`config.mk`:
```
export PLATFORM = sky130hd
export DESIGN_NAME = cursor_overlay_flat
export DESIGN_NICKNAME = d
export VERILOG_FILES = /design/src/rtl/cursor_overlay_if.sv /design/src/rtl/cursor_overlay.sv /design/src/flat_wrapper.sv
export SDC_FILE = /design/constraint.sdc
export NUM_CORES = 1
export LEC_CHECK = 0
export CAP_MARGIN = 0
export CELL_PAD_IN_SITES_DETAIL_PLACEMENT = 0
export CELL_PAD_IN_SITES_GLOBAL_PLACEMENT = 1
export CORE_MARGIN = 2
export CORE_UTILIZATION = 40
export DETAILED_ROUTE_END_ITERATION = 8
export PLACE_DENSITY_LB_ADDON = 0.1
export SYNTH_ARGS = -nofsm -noshare
export SYNTH_HDL_FRONTEND = slang
export SYNTH_SLANG_ARGS = --single-unit
```
`constraint.sdc`:
```
create_clock -name MemClk -period 5.96 [get_ports MemClk]
set_clock_uncertainty 0.05 [all_clocks]
set_input_delay 1.192 -clock MemClk [delete_from_list [all_inputs] [get_ports MemClk]]
set_output_delay 1.192 -clock MemClk [all_outputs]
set_load 0.03 [all_outputs]
```
`src/rtl/cursor_overlay_if.sv`:
```
// cursor_overlay_if: pixel stream in from the tile generator and out toward the palette stage
interface cursor_overlay_if;
    logic [7:0] IN_data;
    logic       IN_wrreq;
    logic       IN_wrfull;
    logic [7:0] OUT_data;
    logic       OUT_wrreq;
    logic       OUT_wrfull;
    modport slave (input IN_data, IN_wrreq, OUT_wrfull, output IN_wrfull, OUT_data, OUT_wrreq);
    modport master (output IN_data, IN_wrreq, OUT_wrfull, input IN_wrfull, OUT_data, OUT_wrreq);
endinterface

```
`src/rtl/cursor_overlay.sv`:
```
// cursor_overlay: 16x16 2-bit hardware cursor merged into the pixel stream via an output + skid register.
// Define CURSOR_INVERT_EN to make cursor code 3 invert the underlying pixel instead of using CUR_COLOR1.
module cursor_overlay #(
    parameter int H_ACTIVE = 640,
    parameter int V_ACTIVE = 480
) (
    input  logic                   MemClk,
    input  logic                   Reset,
    input  logic                   ScreenStop,
    cursor_overlay_if.slave        bus,
    input  logic                   CUR_enable,
    input  logic [10:0]            CUR_X,
    input  logic [10:0]            CUR_Y,
    input  logic [7:0]             CUR_COLOR1,
    input  logic [7:0]             CUR_COLOR2,
    input  logic [3:0]             CUR_wraddress,
    input  logic [31:0]            CUR_data,
    input  logic                   CUR_wren,
    output logic                   OVF
);
    logic [10:0] x_q, x_d, y_q, y_d;
    logic [7:0]  out_q, out_d, skid_q, skid_d;
    logic        out_v_q, out_v_d, skid_v_q, skid_v_d, ovf_q, ovf_d;
    logic [31:0] bitmap_q [16];
    logic [31:0] bitmap_d [16];
    logic [11:0] dx, dy;
    logic [31:0] row;
    logic [1:0]  code;
    logic [7:0]  inv, pix;
    logic        hit, acc, drain, x_end;

    assign bus.OUT_wrreq = out_v_q & ~bus.OUT_wrfull & ~ScreenStop & ~Reset;
    assign bus.IN_wrfull = skid_v_q & ~ScreenStop;
    assign bus.OUT_data  = out_q;
    assign OVF           = ovf_q;

    // 12-bit offsets: a cursor near 2047 can never alias back onto the screen
    always_comb begin
        dx   = {1'b0, x_q} - {1'b0, CUR_X};
        dy   = {1'b0, y_q} - {1'b0, CUR_Y};
        hit  = CUR_enable && x_q >= CUR_X && dx < 12'd16 && y_q >= CUR_Y && dy < 12'd16;
        row  = bitmap_q[dy[3:0]];
        code = row[{dx[3:0], 1'b0} +: 2];
`ifdef CURSOR_INVERT_EN
        inv  = ~bus.IN_data;
`else
        inv  = CUR_COLOR1;
`endif
        pix  = (!hit || code == 2'd0) ? bus.IN_data :
               code == 2'd1 ? CUR_COLOR1 :
               code == 2'd2 ? CUR_COLOR2 : inv;
    end

    always_comb begin
        bitmap_d = bitmap_q;
        if (CUR_wren) bitmap_d[CUR_wraddress] = CUR_data;
        acc      = bus.IN_wrreq & ~skid_v_q & ~ScreenStop;
        drain    = bus.OUT_wrreq;
        x_end    = x_q == 11'(H_ACTIVE - 1);
        x_d      = ScreenStop ? 11'd0 : !acc ? x_q : x_end ? 11'd0 : x_q + 11'd1;
        y_d      = ScreenStop ? 11'd0 : !(acc && x_end) ? y_q :
                   y_q == 11'(V_ACTIVE - 1) ? 11'd0 : y_q + 11'd1;
        ovf_d    = ovf_q | (bus.IN_wrreq & skid_v_q & ~ScreenStop);
        // an empty or draining output register takes the skid first, which keeps order
        out_v_d  = (!out_v_q || drain) ? (skid_v_q | acc) : 1'b1;
        out_d    = (!out_v_q || drain) ? (skid_v_q ? skid_q : acc ? pix : out_q) : out_q;
        skid_v_d = (!out_v_q || drain) ? 1'b0 : (skid_v_q | acc);
        skid_d   = (out_v_q && !drain && acc) ? pix : skid_q;
        if (ScreenStop) begin
            out_v_d  = 1'b0;
            skid_v_d = 1'b0;
        end
    end

    always_ff @(posedge MemClk) begin
        bitmap_q <= bitmap_d;
        skid_q   <= skid_d;
        if (Reset) begin
            x_q      <= '0;
            y_q      <= '0;
            out_q    <= '0;
            out_v_q  <= 1'b0;
            skid_v_q <= 1'b0;
            ovf_q    <= 1'b0;
        end else begin
            x_q      <= x_d;
            y_q      <= y_d;
            out_q    <= out_d;
            out_v_q  <= out_v_d;
            skid_v_q <= skid_v_d;
            ovf_q    <= ovf_d;
        end
    end
endmodule

```
`src/flat_wrapper.sv`:
```
// flat-port wrapper written by rule: the top's interface ports become plain ports
module cursor_overlay_flat 
#(
    parameter int H_ACTIVE = 640,
    parameter int V_ACTIVE = 480
)
  (MemClk, Reset, ScreenStop, CUR_enable, CUR_X, CUR_Y, CUR_COLOR1, CUR_COLOR2, CUR_wraddress, CUR_data, CUR_wren, OVF, bus_IN_data, bus_IN_wrreq, bus_OUT_wrfull, bus_IN_wrfull, bus_OUT_data, bus_OUT_wrreq);
  cursor_overlay_if bus_i ();
  input  logic MemClk;
  input  logic Reset;
  input  logic ScreenStop;
  input  logic CUR_enable;
  input  logic [10:0] CUR_X;
  input  logic [10:0] CUR_Y;
  input  logic [7:0] CUR_COLOR1;
  input  logic [7:0] CUR_COLOR2;
  input  logic [3:0] CUR_wraddress;
  input  logic [31:0] CUR_data;
  input  logic CUR_wren;
  output logic OVF;
  input wire logic [$bits(bus_i.IN_data)-1:0] bus_IN_data;
  input wire logic [$bits(bus_i.IN_wrreq)-1:0] bus_IN_wrreq;
  input wire logic [$bits(bus_i.OUT_wrfull)-1:0] bus_OUT_wrfull;
  output wire logic [$bits(bus_i.IN_wrfull)-1:0] bus_IN_wrfull;
  output wire logic [$bits(bus_i.OUT_data)-1:0] bus_OUT_data;
  output wire logic [$bits(bus_i.OUT_wrreq)-1:0] bus_OUT_wrreq;
  assign bus_i.IN_data = bus_IN_data;
  assign bus_i.IN_wrreq = bus_IN_wrreq;
  assign bus_i.OUT_wrfull = bus_OUT_wrfull;
  assign bus_IN_wrfull = bus_i.IN_wrfull;
  assign bus_OUT_data = bus_i.OUT_data;
  assign bus_OUT_wrreq = bus_i.OUT_wrreq;
  cursor_overlay #(.H_ACTIVE(H_ACTIVE), .V_ACTIVE(V_ACTIVE)) u_core (.MemClk(MemClk), .Reset(Reset), .ScreenStop(ScreenStop), .bus(bus_i), .CUR_enable(CUR_enable), .CUR_X(CUR_X), .CUR_Y(CUR_Y), .CUR_COLOR1(CUR_COLOR1), .CUR_COLOR2(CUR_COLOR2), .CUR_wraddress(CUR_wraddress), .CUR_data(CUR_data), .CUR_wren(CUR_wren), .OVF(OVF));
endmodule
```
== After elaboration in Yosys (flattened, before gate mapping) ==
Index checks and enable logic that the tools add are counted.

* Muxes and demuxes: 14
* Shift operators: 1
* Order comparisons: 7
* Add/sub/neg operators: 4
* Reductions and logical operators: 18
* Bitwise logic cells: 16
* Equality and inequality tests: 4

{| class="wikitable"
|+ Operator list
! kind !! count
|-
| 512-bit bitwise mux || 1
|-
| 32-bit binary-select mux with 4-bit select || 1
|-
| 32-bit demux with 4-bit select || 1
|-
| 32-bit 2-to-1 mux || 3
|-
| 8-bit 2-to-1 mux || 5
|-
| 32-bit by 6-bit variable part select with 2-bit output || 1
|-
| 12-bit by 5-bit less-than comparator with 1-bit output (second input constant) || 2
|-
| 11-bit by 11-bit subtractor with 12-bit output || 2
|-
| 11-bit by 1-bit adder with 11-bit output (second input constant) || 2
|-
| 11-bit greater-or-equal comparator || 2
|-
| 11-bit 2-to-1 mux || 2
|-
| 11-bit by 10-bit == test with 1-bit output (second input constant) || 1
|-
| 11-bit by 9-bit == test with 1-bit output (second input constant) || 1
|-
| 5-bit greater-or-equal comparator (second input constant) || 2
|-
| 4-bit NOT with 5-bit output || 2
|-
| 1-bit AND || 8
|-
| 1-bit logical AND || 8
|-
| 5-bit by 1-bit less-than comparator with 1-bit output (second input constant) || 1
|-
| 1-bit NOT || 4
|-
| 1-bit zero test || 3
|-
| 3-bit OR reduction || 1
|-
| 2-bit by 1-bit == test with 1-bit output (second input constant) || 1
|-
| 2-bit == test (second input constant) || 1
|-
| 2-bit zero test || 1
|-
| other kinds (6) || 8
|}

* Input bits: 89
* Output and inout port bits: 11
* Register bits: 553
* Logic and storage cells: 87

== Depth between registers and ports, before layout ==
* Word-level depth: 12
* Mapped depth: 18
* Depth with buffers taken out: 13

== Worst setup path before layout ==
OpenSTA, ideal clock, no wires.

* Path type: input to register
* Start: input CUR_Y[0]
* End: register u_core.out_q[0] (netlist: u_core.bus.OUT_data[0])
* Data arrival time: 4696 ps
* Stages: 14
* Data required time: 5791 ps
* Slack: 1095 ps
* Path buffers: 4
* Cell sequence: ha_1 -> fa_1 -> clkbuf_1 -> clkbuf_1 -> mux4_2 -> mux4_2 -> nor3_1 -> o21ai_0 -> a22oi_2 -> nand2b_1 -> buf_6 -> or3_1 -> buf_6 -> o221a_1

* Longest elaborated chain between the ends: 12

{| class="wikitable"
|+ Ends and longest elaborated chain
! element !! line !! RTL
|-
| start: declaration || flat_wrapper.sv:14 || <nowiki>input logic [10:0] CUR_Y;</nowiki>
|-
| 11-bit by 11-bit subtractor with 12-bit output || cursor_overlay.sv:40 || <nowiki>dy = {1'b0, y_q} - {1'b0, CUR_Y};</nowiki>
|-
| 4-bit NOT with 5-bit output (not written as such) || cursor_overlay.sv:42 || <nowiki>row = bitmap_q[dy[3:0]];</nowiki>
|-
| 32-bit binary-select mux with 4-bit select || cursor_overlay.sv:42 ||
|-
| 32-bit 2-to-1 mux (not written as such) (2 in series) || cursor_overlay.sv:42 ||
|-
| 32-bit by 6-bit variable part select with 2-bit output || cursor_overlay.sv:43 || <nowiki>code = row[{dx[3:0], 1'b0} +: 2];</nowiki>
|-
| 2-bit == test || cursor_overlay.sv:51 || <nowiki>code == 2'd2 ? CUR_COLOR2 : inv;</nowiki>
|-
| 8-bit 2-to-1 mux || cursor_overlay.sv:51 ||
|-
| 8-bit 2-to-1 mux || cursor_overlay.sv:50 || <nowiki>code == 2'd1 ? CUR_COLOR1 :</nowiki>
|-
| 8-bit 2-to-1 mux (*) || cursor_overlay.sv:49 || <nowiki>pix = (!hit || code == 2'd0) ? bus.IN_data :</nowiki>
|-
| 8-bit 2-to-1 mux (*) (2 in series) || cursor_overlay.sv:66 || <nowiki>out_d = (!out_v_q || drain) ? (skid_v_q ? skid_q : acc ? pix : out_q) : out_q;</nowiki>
|-
| end signal: assignment || cursor_overlay.sv:88 || <nowiki>out_q <= out_d;</nowiki>
|-
| end: declaration || cursor_overlay.sv:22 || <nowiki>logic [7:0] out_q, out_d, skid_q, skid_d;</nowiki>
|}

Mark *: on every way between the ends. The rest lies on a longest branch, timed or not. The select of a mux whose other input is x is not followed.
A chain may end at the register's enable or synchronous reset.

== Worst setup path in the final report ==
* Start: input CUR_Y[1]
* End: register u_core.out_q[5] (netlist: u_core.bus.OUT_data[5])

Same word-level chain as after synthesis.

==> results_dict.tcl <==
set metrics [dict create \
    cts_tree "built" \
    htreeDepth 2 \
    syn_area_per_cell_sq_um 18.6 \
    setup-tns-final_ns 0 \
    die_x_um 243 \
    clock_latency_ns 0.64 \
    grt_pass1_wl_um 84000 \
    fin_crit_sh_pct 90.3 \
    min_to "u_core.OVF" \
    die-area_sq_um 59200 \
    rrSetupSlack_ns 1.23 \
    drtPass1Iterations 5 \
    drc 0 \
    hold_path.class "reg2reg" \
    clk_path_buf_depth 3 \
    slew_headroom_pct 32.8 \
    yosysWarnings 0 \
    cts_hold_buf 0 \
    cap_violations 0 \
    synth_area_sq_um 22900 \
    endpoint_kind "flop" \
    clock_sinks 553 \
    dp_cells 2088 \
    gp_congestion 0.774 \
    syn_nets 1345 \
    leakagePower_uw 0.00877 \
    drv_slew 0 \
    rsz0062_at_grt "no" \
    ys_async_sr_fraction_pct 0 \
    ios 100 \
    grt_max_degree 36 \
    path_clk_slew_ns 0.06 \
    ys.flop_type "edfxtp_1" \
    grt_overflow 0 \
    port_buffers 99 \
    run_status "finished clean" \
    hold_violations 0 \
    finalNetCount 1508 \
    core-area_sq_um 56500 \
    cp.required_ns 6.41 \
    reg2reg_depth 15 \
    post_cts_buffers 0 \
    tightest_slew_ns 1.01 \
    drive_gt1_share_pct 21.5 \
    layout_common_cells "edfxtp_1 (520), mux4_2 (143), clkdlybuf4s50_1 (99), nor2_1 (64), clkbuf_16 (60)" \
    die_h_um 243 \
    crit_fanout 19 \
    synthCells 1230 \
    rows 87 \
    synth-edff-count 520 \
    setup_viol 0 \
    place_hpwl_um 34400 \
    period_needed_ns 5.38 \
    peakVddDrop_mv 0.219 \
    cts-resized-gates 0 \
    initial_core_util_pct 40.6 \
    reg2reg_from "u_core.y_q[0]" \
    ys_ff_latch 553 \
    cts_buffers 59 \
    drt_iter0_markers 921 \
    grt_use_total_pct 19.5 \
    power_density_nw_per_um2 319 \
    critPathLaunchType "input pin" \
    holdPathStages 2 \
    wire_per_inst_um 26.1 \
    vias_per_cell 5.48 \
    antenna_found_initial 3 \
    area_growth_pct 18.1 \
    nFillCells 4727 \
    diodes 0 \
    ys_seq_area_share_pct 71.0 \
    arrival_ns 5.83 \
    totalWireLength_um 57200 \
    instances_no_fill 2196 \
    ys_types 69 \
    final_antenna_net_count 0 \
    cts-root-buf "clkbuf_16" \
    num_vias 12000 \
    worstReg2RegEnd "u_core.bus.OUT_data[5]" \
    hold_start "u_core.OVF" \
    final_common_cell "edfxtp_1" \
    critical_path_class "in2reg" \
    max_freq_ghz 0.186 \
    grt_pass1_vias 12700 \
]
-- cell type report --
class	instances	area (sq um)	area share, %
flip-flops and latches	553	16300	60.1
inverters	42	158	0.582
well taps	756	946	3.49
multi-input cells	581	6300	23.3
clock buffers	78	1570	5.80
clock inverters	30	303	1.12
repair buffers	156	1520	5.61
-- power by group --
| group | total, uW | internal (uW) | switching (uW) |
|---|---|---|---|
| logic | 742 | 334 | 408 |
| clock network | 3550 | 2060 | 1480 |
| registers | 4340 | 4330 | 17.6 |
-- worst max path at each step --
| stage | from | end | slack [ns] | cells past startpoint |
|---|---|---|---|---|
| final | CUR_Y[1] | u_core.bus.OUT_data[5] | 0.58 | 16 |
| after global routing | CUR_Y[1] | u_core.bus.OUT_data[2] | 0.23 | 16 |
| after CTS | CUR_Y[1] | u_core.bus.OUT_data[5] | 0.52 | 16 |
| after detailed placement | CUR_Y[1] | u_core.bus.OUT_data[5] | -0.13 | 16 |
| after global placement | CUR_Y[1] | u_core.bus.OUT_data[5] | -0.12 | 16 |
| after floorplan | CUR_Y[0] | u_core.bus.OUT_data[0] | 1.09 | 14 |
-- logic make-up after synthesis --
kind of cell    Yosys count  share of synthesized area, %
xor+xnor                 27                          1.03
buf+inv                  96                          2.13
simple gates            226                          5.00
flops                   553                          71.0
compound gates          142                          4.52
mux                     160                          14.8
fa+ha+maj                26                          1.49
-- worst max-delay path, cell delays in order --
cell             delay (ns)
clkdlybuf4s50_1        0.53
inv_1                  0.06
ha_1                   0.30
and3b_1                0.20
or3_1                  0.47
nand2_8                0.30
buf_4                  0.30
a211oi_1               0.12
buf_4                  0.15
o41a_1                 0.29
o21ai_0                0.48
a22oi_2                0.29
buf_4                  0.25
or3_1                  0.53
o21a_1                 0.23
o221a_1                0.11
-- synthesized netlist by cell type (4+ instances only) --
cell / n / share of area [%]
a211o_1: 6 / 0.23
a211oi_1: 20 / 0.66
a21o_1: 4 / 0.13
a21oi_1: 20 / 0.44
a22oi_1: 8 / 0.26
and3_1: 18 / 0.49
buf_2: 18 / 0.39
buf_4: 9 / 0.29
buf_6: 9 / 0.44
clkbuf_1: 15 / 0.25
dfxtp_1: 33 / 2.9
edfxtp_1: 520 / 68
ha_1: 24 / 1.3
inv_1: 42 / 0.69
mux2i_1: 17 / 0.74
mux4_2: 143 / 14
nand2_1: 37 / 0.61
nand2b_1: 9 / 0.25
nand3_1: 12 / 0.26
nand3b_1: 10 / 0.33
nand4_1: 6 / 0.16
nor2_1: 76 / 1.2
nor2b_1: 5 / 0.14
nor3_1: 20 / 0.44
nor3b_1: 5 / 0.16
o21a_1: 12 / 0.39
o21ai_0: 21 / 0.46
o221a_1: 8 / 0.39
o22ai_1: 12 / 0.33
or3_1: 8 / 0.22
or4_1: 5 / 0.16
xnor2_1: 14 / 0.54
xor2_1: 13 / 0.50
-- routing by layer --
metal	share of wire (%)	wire length [um]	GRT usage [%]	vias up
met4	2.0	1130	5.21	4
met1	43	24800	26.0	6286
li1	-	-	-	5371
met5	0.045	26	0	-
met3	4.8	2740	3.33	69
met2	50	28600	33.3	311
-- flip-flops by register name, indices dropped and copies added, names as in the netlist --
name,cells
u_core.out_v_q,1
u_core.OVF,1
u_core.skid_v_q,1
u_core.x_q,11
u_core.skid_q,8
u_core.y_q,11
u_core.bus.OUT_data,8
u_core.bitmap_q,512
-- through the flow --
| stage | hold WS, ns | utilization, % | cell area, sq um | power, uW | setup slack, ns |
|---|---|---|---|---|---|
| floorplan | 0.408 | - | 22900 | 4850 | 1.09 |
| global placement | 0.403 | 44.6 | 25200 | 5180 | -0.122 |
| detailed placement | 0.418 | 44.6 | 25200 | 5180 | -0.131 |
| CTS | 0.436 | 47.9 | 27100 | 8730 | 0.521 |
| global route | 0.475 | 47.9 | 27100 | 8920 | 0.232 |
| finish | 0.437 | 47.9 | 27100 | 8630 | 0.578 |
No activity file was read; power rests on OpenSTA's default activity.
